==> config.mk <==
export PLATFORM = sky130hd
export DESIGN_NAME = wallace_multiplier_pipe
export DESIGN_NICKNAME = d
export VERILOG_FILES = /design/src/rtl/wallace_multiplier_pipe.sv
export SDC_FILE = /design/constraint.sdc
export NUM_CORES = 1
export LEC_CHECK = 0
export ABC_AREA = 1
export BUFFER_PORTS_ARGS = -buffer_cell sky130_fd_sc_hd__buf_2
export CORE_MARGIN = 1
export CORE_UTILIZATION = 60
export DETAILED_ROUTE_END_ITERATION = 8
export GPL_ROUTABILITY_DRIVEN = 0
export GPL_TIMING_DRIVEN = 0
export PLACE_DENSITY = 0.8
export SLEW_MARGIN = 20
export SYNTH_ARGS = -nofsm -noshare
export SYNTH_HDL_FRONTEND = slang
export SYNTH_SLANG_ARGS = --single-unit
==> constraint.sdc <==
create_clock -name clk -period 7.36 [get_ports clk]
set_clock_uncertainty 0.15 [all_clocks]
set_input_delay 1.84 -clock clk [delete_from_list [all_inputs] [get_ports clk]]
set_output_delay 1.84 -clock clk [all_outputs]
set_load 0.03 [all_outputs]
==> src/rtl/wallace_multiplier_pipe.sv <==
// Pipelined Baugh-Wooley / Wallace-tree multiplier, unsigned or signed per transaction.
// CSA levels are split evenly across STAGES-1 internal registers; the CPA feeds the ans register.
module wallace_multiplier_pipe #(
  parameter int WIDTH  = 8,
  parameter int STAGES = 2
) (
  input  logic               clk,
  input  logic               rst_n,
  input  logic               in_valid,
  output logic               in_ready,
  input  logic [WIDTH-1:0]   A,
  input  logic [WIDTH-1:0]   B,
  input  logic               tc,
  output logic               out_valid,
  input  logic               out_ready,
  output logic [2*WIDTH-1:0] ans
);
  localparam int P  = 2 * WIDTH;
  localparam int R0 = WIDTH + 1;
  localparam int NR = (STAGES > 1) ? STAGES - 1 : 1;

  typedef logic [R0-1:0][P-1:0] rows_t;

  function automatic int rows_after(input int n);
    return 2 * (n / 3) + n % 3;
  endfunction

  function automatic int count_levels();
    int n;
    int l;
    n = R0;
    l = 0;
    while (n > 2) begin
      n = rows_after(n);
      l++;
    end
    return l;
  endfunction

  localparam int L = count_levels();

  // Level boundary at which stage register s sits; boundary 0 is the raw partial products.
  function automatic int bnd(input int s);
    return (s * L) / STAGES;
  endfunction

  function automatic rows_t reduce(input rows_t r, input int from_lvl, input int to_lvl);
    rows_t cur;
    rows_t nxt;
    int    n;
    cur = r;
    n   = R0;
    for (int l = 0; l < L; l++) begin
      nxt = '0;
      for (int k = 0; k < R0 / 3; k++) begin
        if (k < n / 3) begin
          nxt[2*k]   = cur[3*k] ^ cur[3*k+1] ^ cur[3*k+2];
          nxt[2*k+1] = ((cur[3*k] & cur[3*k+1]) | (cur[3*k] & cur[3*k+2]) |
                        (cur[3*k+1] & cur[3*k+2])) << 1;
        end
      end
      for (int r2 = 0; r2 < 2; r2++) begin
        if (r2 < n % 3) nxt[2*(n/3)+r2] = cur[3*(n/3)+r2];
      end
      if (l >= from_lvl && l < to_lvl) cur = nxt;
      n = rows_after(n);
    end
    return cur;
  endfunction

  function automatic logic [P-1:0] cpa(input rows_t r);
    return r[0] + r[1];
  endfunction

  rows_t          pp;
  rows_t          rows_q [NR];
  rows_t          seg_in [STAGES];
  rows_t          seg_out [STAGES];
  logic [NR-1:0]  vld_q;
  logic [NR-1:0]  vld_d;
  logic           fin_vld;
  logic [P-1:0]   sum_d;
  logic [P-1:0]   ans_q;
  logic           out_valid_q;
  logic           stall;

  assign stall     = out_valid_q & ~out_ready;
  assign in_ready  = ~stall;
  assign out_valid = out_valid_q;
  assign ans       = ans_q;

  // Sign-row terms (exactly one index at the MSB) are inverted; correction bits at WIDTH and P-1.
  always_comb begin
    pp = '0;
    for (int i = 0; i < WIDTH; i++) begin
      for (int j = 0; j < WIDTH; j++) begin
        pp[i][i+j] = (A[j] & B[i]) ^ (tc & ((i == WIDTH - 1) != (j == WIDTH - 1)));
      end
    end
    if (tc) begin
      pp[WIDTH][WIDTH] = 1'b1;
      pp[WIDTH][P-1]   = 1'b1;
    end
  end

  always_comb begin
    seg_in[0] = pp;
    for (int s = 1; s < STAGES; s++) begin
      seg_in[s] = rows_q[s-1];
    end
    for (int s = 0; s < STAGES; s++) begin
      seg_out[s] = reduce(seg_in[s], bnd(s), bnd(s + 1));
    end
    sum_d = cpa(seg_out[STAGES-1]);
  end

  always_comb begin
    vld_d    = '0;
    vld_d[0] = in_valid;
    for (int s = 1; s < NR; s++) begin
      vld_d[s] = vld_q[s-1];
    end
    fin_vld = (STAGES == 1) ? in_valid : vld_q[NR-1];
  end

  always_ff @(posedge clk) begin
    if (!rst_n) begin
      vld_q       <= '0;
      out_valid_q <= 1'b0;
      ans_q       <= '0;
    end else if (!stall) begin
      for (int s = 0; s < STAGES - 1; s++) begin
        rows_q[s] <= seg_out[s];
      end
      vld_q       <= vld_d;
      out_valid_q <= fin_vld;
      if (fin_vld) ans_q <= sum_d;
    end
  end

endmodule

==> results of run 1 <==
-- cells in the final DEF, fill, tap and decap left out, types with 18 or more instances in the layout --
cell and instances:
buf_2 30, dfxtp_1 18, edfxtp_1 41, fa_1 38, ha_1 33, inv_1 126
nand2_1 106, nand3_1 18, nor2_1 40
-- sequential cells by signal, indices dropped and copies added, names as in the netlist --
name,flops
ans,16
fin_vld,1
out_valid,1
rows_q,41
-- kinds of logic (layout without fill, tap and decap cells) --
group | count (synthesis) | after routing | share of synthesized area, %
adder cells (fa/ha/maj) | 71 | 71 | 27.0
AND/OR/NAND/NOR | 171 | 171 | 16.2
flip-flops | 59 | 59 | 36.6
buffers and inverters | 149 | 189 | 13.3
XOR/XNOR | 16 | 16 | 3.23
AO/OA/AOI/OAI | 29 | 29 | 3.63
-- worst max path at each step --
| stage | start | to | slack [ns] | cells past startpoint |
|---|---|---|---|---|
| 2_1_floorplan | rst_n | rows_q[0][0] | 2.81 | 3 |
| 3_3_place_gp | rst_n | rows_q[0][44] | 2.16 | 3 |
| 3_5_place_dp | out_ready | in_ready | 2.92 | 4 |
| 4_1_cts | out_ready | in_ready | 2.91 | 4 |
| 5_1_grt | out_ready | in_ready | 2.89 | 4 |
| 6_report | out_ready | in_ready | 2.92 | 4 |
-- cell type report --
| class | count | area [sq um] | share of cell area [%] |
|---|---|---|---|
| buffer | 21 | 98.8 | 2.06 |
| clock buffer | 9 | 124 | 2.58 |
| clock inverter | 7 | 68.8 | 1.43 |
| inverter | 128 | 480 | 10.0 |
| multi-input combinational | 287 | 2180 | 45.4 |
| sequential | 59 | 1590 | 33.2 |
| tap | 96 | 120 | 2.50 |
| timing repair buffer | 24 | 135 | 2.82 |
-- synth_stat cells (2+ instances only) --
cell	instances
ha_1	33
edfxtp_1	41
nor2_1	41
buf_2	7
nand2_1	106
xor2_1	13
nand4_1	2
clkinv_1	2
a21o_1	2
clkbuf_1	12
dfxtp_1	18
fa_1	38
xnor2_1	3
a21oi_1	10
nand3_1	18
o21ai_0	13
inv_1	126
-- worst max-delay path, stage by stage --
cell and delay [ns]:
buf_2 0.11, nor2_4 0.23, inv_1 0.08, buf_2 0.18
-- layer usage --
metal / up-vias / GRT usage, % / routed length, um
li1: 1546 / - / -
met1: 1433 / 28.3 / 3370
met2: 86 / 41.8 / 4050
met3: 18 / 5.31 / 314
met4: 0 / 12.1 / 181
met5: - / 0 / 0
-- power groups by stage --
| stage | combinational [mW] | clock, mW | sequential [mW] |
|---|---|---|---|
| final | 0.554 | 0.280 | 0.422 |
| after global routing | 0.637 | 0.297 | 0.426 |
| after CTS | 0.554 | 0.285 | 0.423 |
| after detailed placement | 0.549 | 0 | 0.430 |
| after global placement | 0.519 | 0 | 0.428 |
| after floorplan | 0.404 | 0 | 0.450 |
==> summary.txt, run 1 <==
Gate power share -> 44.1%
initial antenna violation count -> 0
CTS Buffer Depth -> 2
CP Class -> in -> out
Post-Place Worst Slack -> 2.92 ns
Hold Crit Class -> reg -> reg
Via density -> 4.89
cts bufs inserted -> 9
fin crit period -> 4.44 ns
worst hold path stage count -> 2
HP Start -> rows_q[0][0]
sw frac -> 38.6%
ANT cells -> 0
fraction of registers with async set/reset -> 0%
Worst R2R Path Depth -> 11
Mapped Area -> 0.00434 sq mm
internal power -> 0.772 mW
Total GRT Usage -> 24.1%
Post-route DRC -> 0
first-pass detailed-route iteration total -> 4
Psw -> 0.485 mW
largest net degree at the start of global routing -> 31
Initial Util -> 62.9%
Pins Over Slew Limit -> 0
pwr dens -> 262 mW/mm^2
Routed Wire Length -> 7910 um
Fin Setup TNS -> 0 ns
setup bufs post-CTS -> 0
cell taking the most area after synthesis -> edfxtp_1
per-cell routed wire length -> 12.5 um
core region area -> 0.00691 sq mm
Max Cap Violations -> 0
die height -> 87.1 um
Finished Layout Cells -> 631
clock root buffer -> clkbuf_8
P&R area growth vs syn -> 10.5%
total gr overflow -> 0
worst-margin pin slew -> 0.439 ns
dominant cells by area after synthesis -> edfxtp_1 (28%), fa_1 (18%), inv_1 (11%), ha_1 (9.5%), nand2_1 (9.2%)
Synth cell types -> 27
PortBufs -> 23
clock sinks -> 59
vias in the first global route -> 3051
FF-to-FF End -> ans[11]
setup ws final -> 2.92 ns
fin util -> 69.5%
cell area after layout -> 0.00480 sq mm
Max VDD drop -> 0.130 mV
number of synthesized flops with an enable pin -> 41
Nets -> 622
Hold WS -> 0.324 ns
post-synth top area share -> 28.3%
clk slew on worst S/H paths -> 0.07 ns
htree depth -> 3
DP Area -> 0.00461 sq mm
post-route ant nets -> 0
hold path endpoint -> ans[0]
Yosys reg bits -> 59
Req. time, crit path -> 5.37 ns
Worst Path Arrival -> 2.45 ns
Mapped Avg Cell Area -> 8.78 sq um
Final Hold Fails -> 0
final worst-path cycle share -> 60.4%
post-CTS sizing -> 0
Yosys Warn Count -> 0
FF-to-FF Start -> rows_q[0][5]
number of fill cells in the layout -> 566
CTS tree -> done
sequential-to-total area share from yosys stat -> 36.6%
startpoint types -> input pin
DR iter-0 viols -> 107
Inst Count DP -> 615
layout cells sized above 1 -> 10.1%
Top-Level Pins -> 39
worst-path maximum fanout -> 5
sequential power share -> 33.6%
hold_buf cts -> 0
final-report setup violation count -> 0
row cnt -> 30
routed via count -> 3083
DIE AREA -> 0.00758 sq mm
RSZ-0062 raised after global routing -> no
Clock power frac -> 22.3%
Die Wd -> 87.1 um
Top FF cell, synth -> edfxtp_1
r2r setup slk -> 4.51 ns
Total Power -> 1.26 mW
detailed placer's ending HPWL -> 6480 um
cells after synthesis -> 495
outcome -> finished clean
Post-Syn Nets -> 587
slew margin rel. -> 70.7%
Pleak -> 2.65 nW
first-pass GRT wire length -> 13600 um
fmax -> 225 MHz
Crit. End Element -> output pin
clock latency at the later pin of the worst-skew pair -> 0.34 ns
Note: power is estimated with default switching activity, not from simulation.
==> run 2, diff against run 1 <==
--- a/config.mk
+++ b/config.mk
@@ -8,11 +8,11 @@
 export ABC_AREA = 1
 export BUFFER_PORTS_ARGS = -buffer_cell sky130_fd_sc_hd__buf_2
 export CORE_MARGIN = 1
-export CORE_UTILIZATION = 60
+export CORE_UTILIZATION = 55
 export DETAILED_ROUTE_END_ITERATION = 8
 export GPL_ROUTABILITY_DRIVEN = 0
 export GPL_TIMING_DRIVEN = 0
-export PLACE_DENSITY = 0.8
+export PLACE_DENSITY = 0.78
 export SLEW_MARGIN = 20
 export SYNTH_ARGS = -nofsm -noshare
 export SYNTH_HDL_FRONTEND = slang
==> constraint.sdc (replaced) <==
create_clock -name clk -period 3.85 [get_ports clk]
set_clock_uncertainty 0.15 [all_clocks]
set_input_delay 0.9625 -clock clk [delete_from_list [all_inputs] [get_ports clk]]
set_output_delay 0.9625 -clock clk [all_outputs]
set_load 0.03 [all_outputs]
==> run 2 against run 1 <==
The flow now finishes with violations (design-rule violations); worst setup slack got worse by 1.9 ns; critical path depth rose by 7; total power rose by 99%; die area rose by 8.9%; clock power rose by 130%; non-clock buffer count did not move; core utilization fell by 6.6 points; first-iteration DRC count fell by 1.9%; combinational power rose by 91%; cell count rose by 0.95%; sequential share of layout area fell by 0.26 points; wire length barely moved; largest power group unchanged.
==> summary.txt, run 2 (synthesized netlist as in run 1, its figures left out) <==
CP max stage delay -> 0.57 ns (+0.34 ns)
htree depth -> 3 (unchanged)
most frequent cells in the layout -> inv_1 (126), nand2_1 (106), edfxtp_1 (41), nor2_1 (40), fa_1 (38)
Top-Level Pins -> 39 (unchanged)
pwr dens -> 517 mW/mm^2 (+97%)
Finished Layout Cells -> 637 (+0.95%)
first-pass detailed-route iteration total -> 6 (+2)
RSZ-0062 raised after global routing -> no
DR iter-0 viols -> 105 (-1.9%)
per-cell routed wire length -> 12.4 um (-0.93%)
Hold Crit Class -> reg -> reg
CTS Buffer Depth -> 2 (unchanged)
die height -> 90.9 um (+4.3%)
CTS tree -> done
setup bufs post-CTS -> 0 (unchanged)
WP buf/inv -> 1 (-2)
final-report setup violation count -> 0 (unchanged)
largest net degree at the start of global routing -> 31 (unchanged)
startpoint types -> register
post-CTS sizing -> 0 (unchanged)
outcome -> complete, but fails checks
vias in the first global route -> 3081 (+0.98%)
Max Cap Violations -> 0 (unchanged)
Reg with most FFs -> rows_q
P&R area growth vs syn -> 11.3%
first-pass GRT wire length -> 13900 um (+2.4%)
layout cells sized above 1 -> 10.1% (unchanged)
worst-margin pin slew -> 0.432 ns (-0.00722 ns)
Pins Over Slew Limit -> 0 (unchanged)
post-route ant nets -> 0 (unchanged)
Initial Util -> 56.5% (-6.4 points)
slowest CP cell -> fa_1
worst-path maximum fanout -> 3 (-2)
core region area -> 0.00769 sq mm (+11%)
Inst Count DP -> 621 (+0.98%)
crit-path leading delay family -> adder cells
final worst-path cycle share -> 74.6%
most common cell after layout, fill and taps aside -> inv_1
Worst Path Arrival -> 2.97 ns (+0.52 ns)
fmax -> 348 MHz
Max VDD drop -> 0.225 mV (+73%)
routed via count -> 3095 (+0.39%)
clock root buffer -> clkbuf_8
initial antenna violation count -> 0 (unchanged)
total gr overflow -> 0 (unchanged)
Via density -> 4.86 (-0.56%)
Die Wd -> 90.9 um (+4.3%)
Total GRT Usage -> 21.5% (-2.6 points)
clock latency at the later pin of the worst-skew pair -> 0.34 ns (about the same)
CP most frequent cell -> nand3_1
clk slew on worst S/H paths -> 0.07 ns (about the same)
PortBufs -> 23 (unchanged)
detailed placer's ending HPWL -> 6070 um (-6.2%)
hold_buf cts -> 0 (unchanged)
Nets -> 622 (unchanged)
row cnt -> 32 (+6.7%)
violations in the final reports -> design-rule violations
cts bufs inserted -> 9 (unchanged)
Pleak -> 2.67 nW (+0.57%)
Crit. End Element -> register
Final Hold Fails -> 0 (unchanged)
Routed Wire Length -> 7910 um (about the same)
DIE AREA -> 0.00826 sq mm (+8.9%)
Req. time, crit path -> 3.95 ns (-1.42 ns)
ANT cells -> 0 (unchanged)
clock sinks -> 59 (unchanged)
Post-route DRC -> 1 (+1)
fin crit period -> 2.87 ns
critical-path cell list -> fa_1, ha_1, ha_1, fa_1, nand2_1, nand3_1, nand3_1, a21o_1, nand3_1, nand2_1, inv_1
CP Class -> reg -> reg
Fin Setup TNS -> 0 ns (unchanged)
max FFs per register -> 41 (unchanged)
slew margin rel. -> 71.2% (+0.48 points)
## run 2: changes by cell type in the layout (fill, tap and decap cells not counted), sizes merged
cell,before,now
clkinv,6,4
clkinvlp,2,1
bufinv,1,2
inv,126,128
## run 2: final timing paths
| path | startpoint | endpoint | slack [ns] | depth (start not counted) |
|---|---|---|---|---|
| max reg2reg | rows_q[0][5] | ans[11] | 0.98 | 11 |
| min | rows_q[0][0] | ans[0] | 0.33 | 2 |
| min reg2reg | rows_q[0][0] | ans[0] | 0.33 | 2 |
| max | rows_q[0][5] | ans[11] | 0.98 | 11 |
## run 2: power by group
group / leakage, nW / internal [mW] / switching (mW) / total, mW
Combinational: 2.00 / 0.401 / 0.662 / 1.06
Clock: 0.110 / 0.368 / 0.262 / 0.630
Sequential: 0.555 / 0.778 / 0.0291 / 0.808
## run 2: layer usage
layer	track usage, %	wire (um)	vias to the layer above
li1	-	-	1544
met1	24.9	3400	1449
met2	38.8	3980	86
met3	4.04	362	16
met4	9.39	170	0
met5	0	0	-
## run 2: worst register-to-register path, delay by kind of cell, from the launching register on
family                     cells  cell delay, ns
DFF                            1            0.40
and+or+nand+nor                5            0.49
AOI/OAI and AO/OA              1            0.15
adders and majority gates      4            1.56
buffers and inverters          1            0.03
## run 2: through the flow
stage | hold WS (ns) | util [%] | setup WS (ns) | area (sq um) | power [mW]
final | 0.332 | 62.9 | 0.979 | 4840 | 2.50
after global routing | 0.375 | 62.9 | 0.798 | 4840 | 2.71
after CTS | 0.337 | 62.9 | 0.969 | 4840 | 2.51
after detailed placement | 0.321 | 60.0 | 0.833 | 4610 | 1.86
after global placement | 0.301 | 59.7 | -0.513 | 4590 | 1.81
after floorplan | 0.297 | - | 0.173 | 4340 | 1.63
## run 2: layout make-up
cell class,instances,area (sq um)
Multi-Input combinational cell,287,2180
Fill cell,667,2850
Sequential cell,59,1590
Clock inverter,7,98.8
Timing Repair Buffer,24,135
Clock buffer,9,124
Buffer,21,98.8
Inverter,128,480
Tap cell,102,128
==> run 3, diff against run 2 <==
==> constraint.sdc (replaced) <==
create_clock -name clk -period 2.4 [get_ports clk]
set_clock_uncertainty 0.15 [all_clocks]
set_input_delay 0.6 -clock clk [delete_from_list [all_inputs] [get_ports clk]]
set_output_delay 0.6 -clock clk [all_outputs]
set_load 0.03 [all_outputs]
==> run 3 against run 2 <==
The flow finishes with violations (negative setup slack); clock power rose by 57%; via count rose by 5.1%; sequential share of layout area fell by 1.9 points; combinational power rose by 150%; critical path depth rose by 1; hold slack got worse by 0.031 ns; global-route usage rose by 0.64 points; core utilization rose by 3.8 points; register-to-register slack got worse by 1.3 ns; worst setup slack got worse by 1.3 ns; cell area rose by 6.1%; die area did not move.
==> summary.txt, run 3 (synthesized netlist as in run 1, its figures left out) <==
Pleak -> 2.74 nW (+2.7%)
htree depth -> 3 (unchanged)
most common cell after layout, fill and taps aside -> inv_1
Post-route DRC -> 0 (-1)
most frequent cells in the layout -> inv_1 (114), nand2_1 (97), edfxtp_1 (41), nor2_1 (37), fa_1 (36)
first-pass detailed-route iteration total -> 5 (-1)
slowest CP cell -> fa_1
met1 WL -> 3700 um (+8.9%)
Finished Layout Cells -> 648 (+1.7%)
Max VDD drop -> 0.473 mV (+110%)
WP buf/inv -> 3 (+2)
ANT cells -> 0 (unchanged)
max FFs per register -> 41 (unchanged)
routed via count -> 3252 (+5.1%)
row cnt -> 32 (unchanged)
Crit. End Element -> register
Inst Count DP -> 620 (-0.16%)
crit-path leading delay family -> adder cells
cts bufs inserted -> 9 (unchanged)
CP max stage delay -> 0.51 ns (-0.06 ns)
Die Wd -> 90.9 um (unchanged)
worst-path maximum fanout -> 6 (+3)
setup ws final -> -0.331 ns (-1.31 ns)
clock root buffer -> clkbuf_8
RSZ-0062 raised after global routing -> yes
outcome -> complete, but fails checks
critical-path cell list -> inv_2, fa_1, fa_1, inv_2, ha_4, nand2_1, nor2_1, nand3_2, nand4_1, nand3_1, nand2_1, inv_1
CP Class -> reg -> reg
cell area after layout -> 0.00513 sq mm (+6.1%)
total gr overflow -> 0 (unchanged)
Pins Over Slew Limit -> 0 (unchanged)
number of fill cells in the layout -> 590 (-12%)
Total GRT Usage -> 22.2% (+0.64 points)
final worst-path cycle share -> 114% (+39 points)
Top-Level Pins -> 39 (unchanged)
DP Area -> 0.00468 sq mm (+1.4%)
Req. time, crit path -> 2.50 ns (-1.45 ns)
pwr dens -> 952 mW/mm^2 (+84%)
startpoint types -> register
Total Power -> 4.89 mW (+95%)
clock latency at the later pin of the worst-skew pair -> 0.35 ns (about the same)
Final Hold Fails -> 0 (unchanged)
final-report setup violation count -> 9 (+9)
Via density -> 5.02 (+3.3%)
die height -> 90.9 um (unchanged)
clk slew on worst S/H paths -> 0.07 ns (about the same)
largest net degree at the start of global routing -> 42 (+35%)
Reg with most FFs -> rows_q
layout cells sized above 1 -> 19.6% (+9.5 points)
DIE AREA -> 0.00826 sq mm (unchanged)
CTS tree -> done
Worst Path Arrival -> 2.83 ns (-0.14 ns)
post-route ant nets -> 0 (unchanged)
worst-margin pin slew -> 0.436 ns (+0.00432 ns)
Initial Util -> 56.5% (unchanged)
violations in the final reports -> negative setup slack
vias in the first global route -> 3147 (+2.1%)
fmax -> 366 MHz (+5.1%)
Routed Wire Length -> 8990 um (+14%)
detailed placer's ending HPWL -> 6190 um (+1.9%)
Post-Place Worst Slack -> -0.256 ns (-1.09 ns)
worst hold path stage count -> 1 (-1)
per-cell routed wire length -> 13.9 um (+12%)
slew margin rel. -> 70.9% (-0.29 points)
initial antenna violation count -> 0 (unchanged)
clock sinks -> 59 (unchanged)
fin crit period -> 2.73 ns (-0.140 ns)
Max Cap Violations -> 0 (unchanged)
Nets -> 633 (+1.8%)
routed wl met3 -> 448 um (+24%)
Crit path depth -> 12 (+1)
met2 WL -> 4530 um (+14%)
Worst R2R Path Depth -> 12 (+1)
first-pass GRT wire length -> 14200 um (+2.2%)
CTS Buffer Depth -> 2 (unchanged)
P&R area growth vs syn -> 18.1%
core region area -> 0.00769 sq mm (unchanged)
uppermost routed layer -> met4
DR iter-0 viols -> 109 (+3.8%)
PortBufs -> 23 (unchanged)
Hold Crit Class -> in -> reg
-- run 3: cell count changes in the layout (fill, tap and decap cells not counted), moves of 3 or more --
| cell | change |
|---|---|
| ha_4 | +7 |
| inv_1 | -12 |
| nand3_2 | +5 |
| nand2_1 | -9 |
| nor2_1 | -3 |
| nand3_1 | -6 |
| o21ai_0 | -3 |
| o21ai_1 | +3 |
| nor2_2 | +3 |
| inv_2 | +11 |
| ha_1 | -7 |
| nand2_2 | +7 |
| buf_4 | +9 |
-- run 3: worst paths after layout --
| path | startpoint | endpoint | slack, ns |
|---|---|---|---|
| worst max-delay path | rows_q[0][22] | ans[14] | -0.33 |
| worst min-delay path | tc | rows_q[0][46] | 0.30 |
| worst min register to register | rows_q[0][0] | ans[0] | 0.34 |
| worst max register to register | rows_q[0][22] | ans[14] | -0.33 |
-- run 3: report_power, final --
group          internal, mW  switching (mW)  total [mW]  leakage (nW)
Sequential             1.25          0.0500        1.30         0.555
Combinational          1.10            1.50        2.60          2.08
Clock                 0.586           0.402       0.988         0.103
Total                  2.94            1.95        4.89          2.74
-- run 3: final cells by class --
class	instances	area, sq um	area share (%)
sequential	59	1590	31.0
clock inverter	6	88.8	1.73
inverter	128	483	9.41
multi-input combinational	287	2390	46.5
buffer	21	103	2.00
tap	102	128	2.49
clock buffer	10	128	2.49
timing repair buffer	35	221	4.32
-- run 3: through the flow --
stage / hold slack (ns) / utilization, % / TNS, ns
2_1_floorplan: 0.297 / - / -0.172
3_3_place_gp: 0.302 / 60.8 / -8.19
3_5_place_dp: 0.315 / 60.8 / -11.17
4_1_cts: 0.293 / 64.8 / -1.24
5_1_grt: 0.288 / 66.7 / -3.01
6_report: 0.301 / 66.7 / -2.14
-- run 3: timing repair --
| item | 4_1_cts | 5_1_grt |
|---|---|---|
| hold buffers | 0 | 0 |
| gates cloned | 0 | 0 |
| resized for setup | 19 | 23 |
| setup endpoints to repair | 8 | 10 |
| pin swaps | 17 | 16 |
| setup buffers | 6 | 5 |
-- run 3: worst register-to-register path: stages (launching register included) --
cell and delay (ns):
edfxtp_1 0.41, inv_2 0.08, fa_1 0.42, fa_1 0.51, inv_2 0.05, ha_4 0.31
nand2_1 0.11, nor2_1 0.19, nand3_2 0.14, nand4_1 0.10, nand3_1 0.08, nand2_1 0.06
inv_1 0.03
-- run 3: routing by layer --
layer / track usage [%] / up-vias
li1: - / 1567
met5: 0 / -
met3: 5.30 / 38
met4: 9.39 / 0
met2: 38.4 / 116
met1: 26.3 / 1531
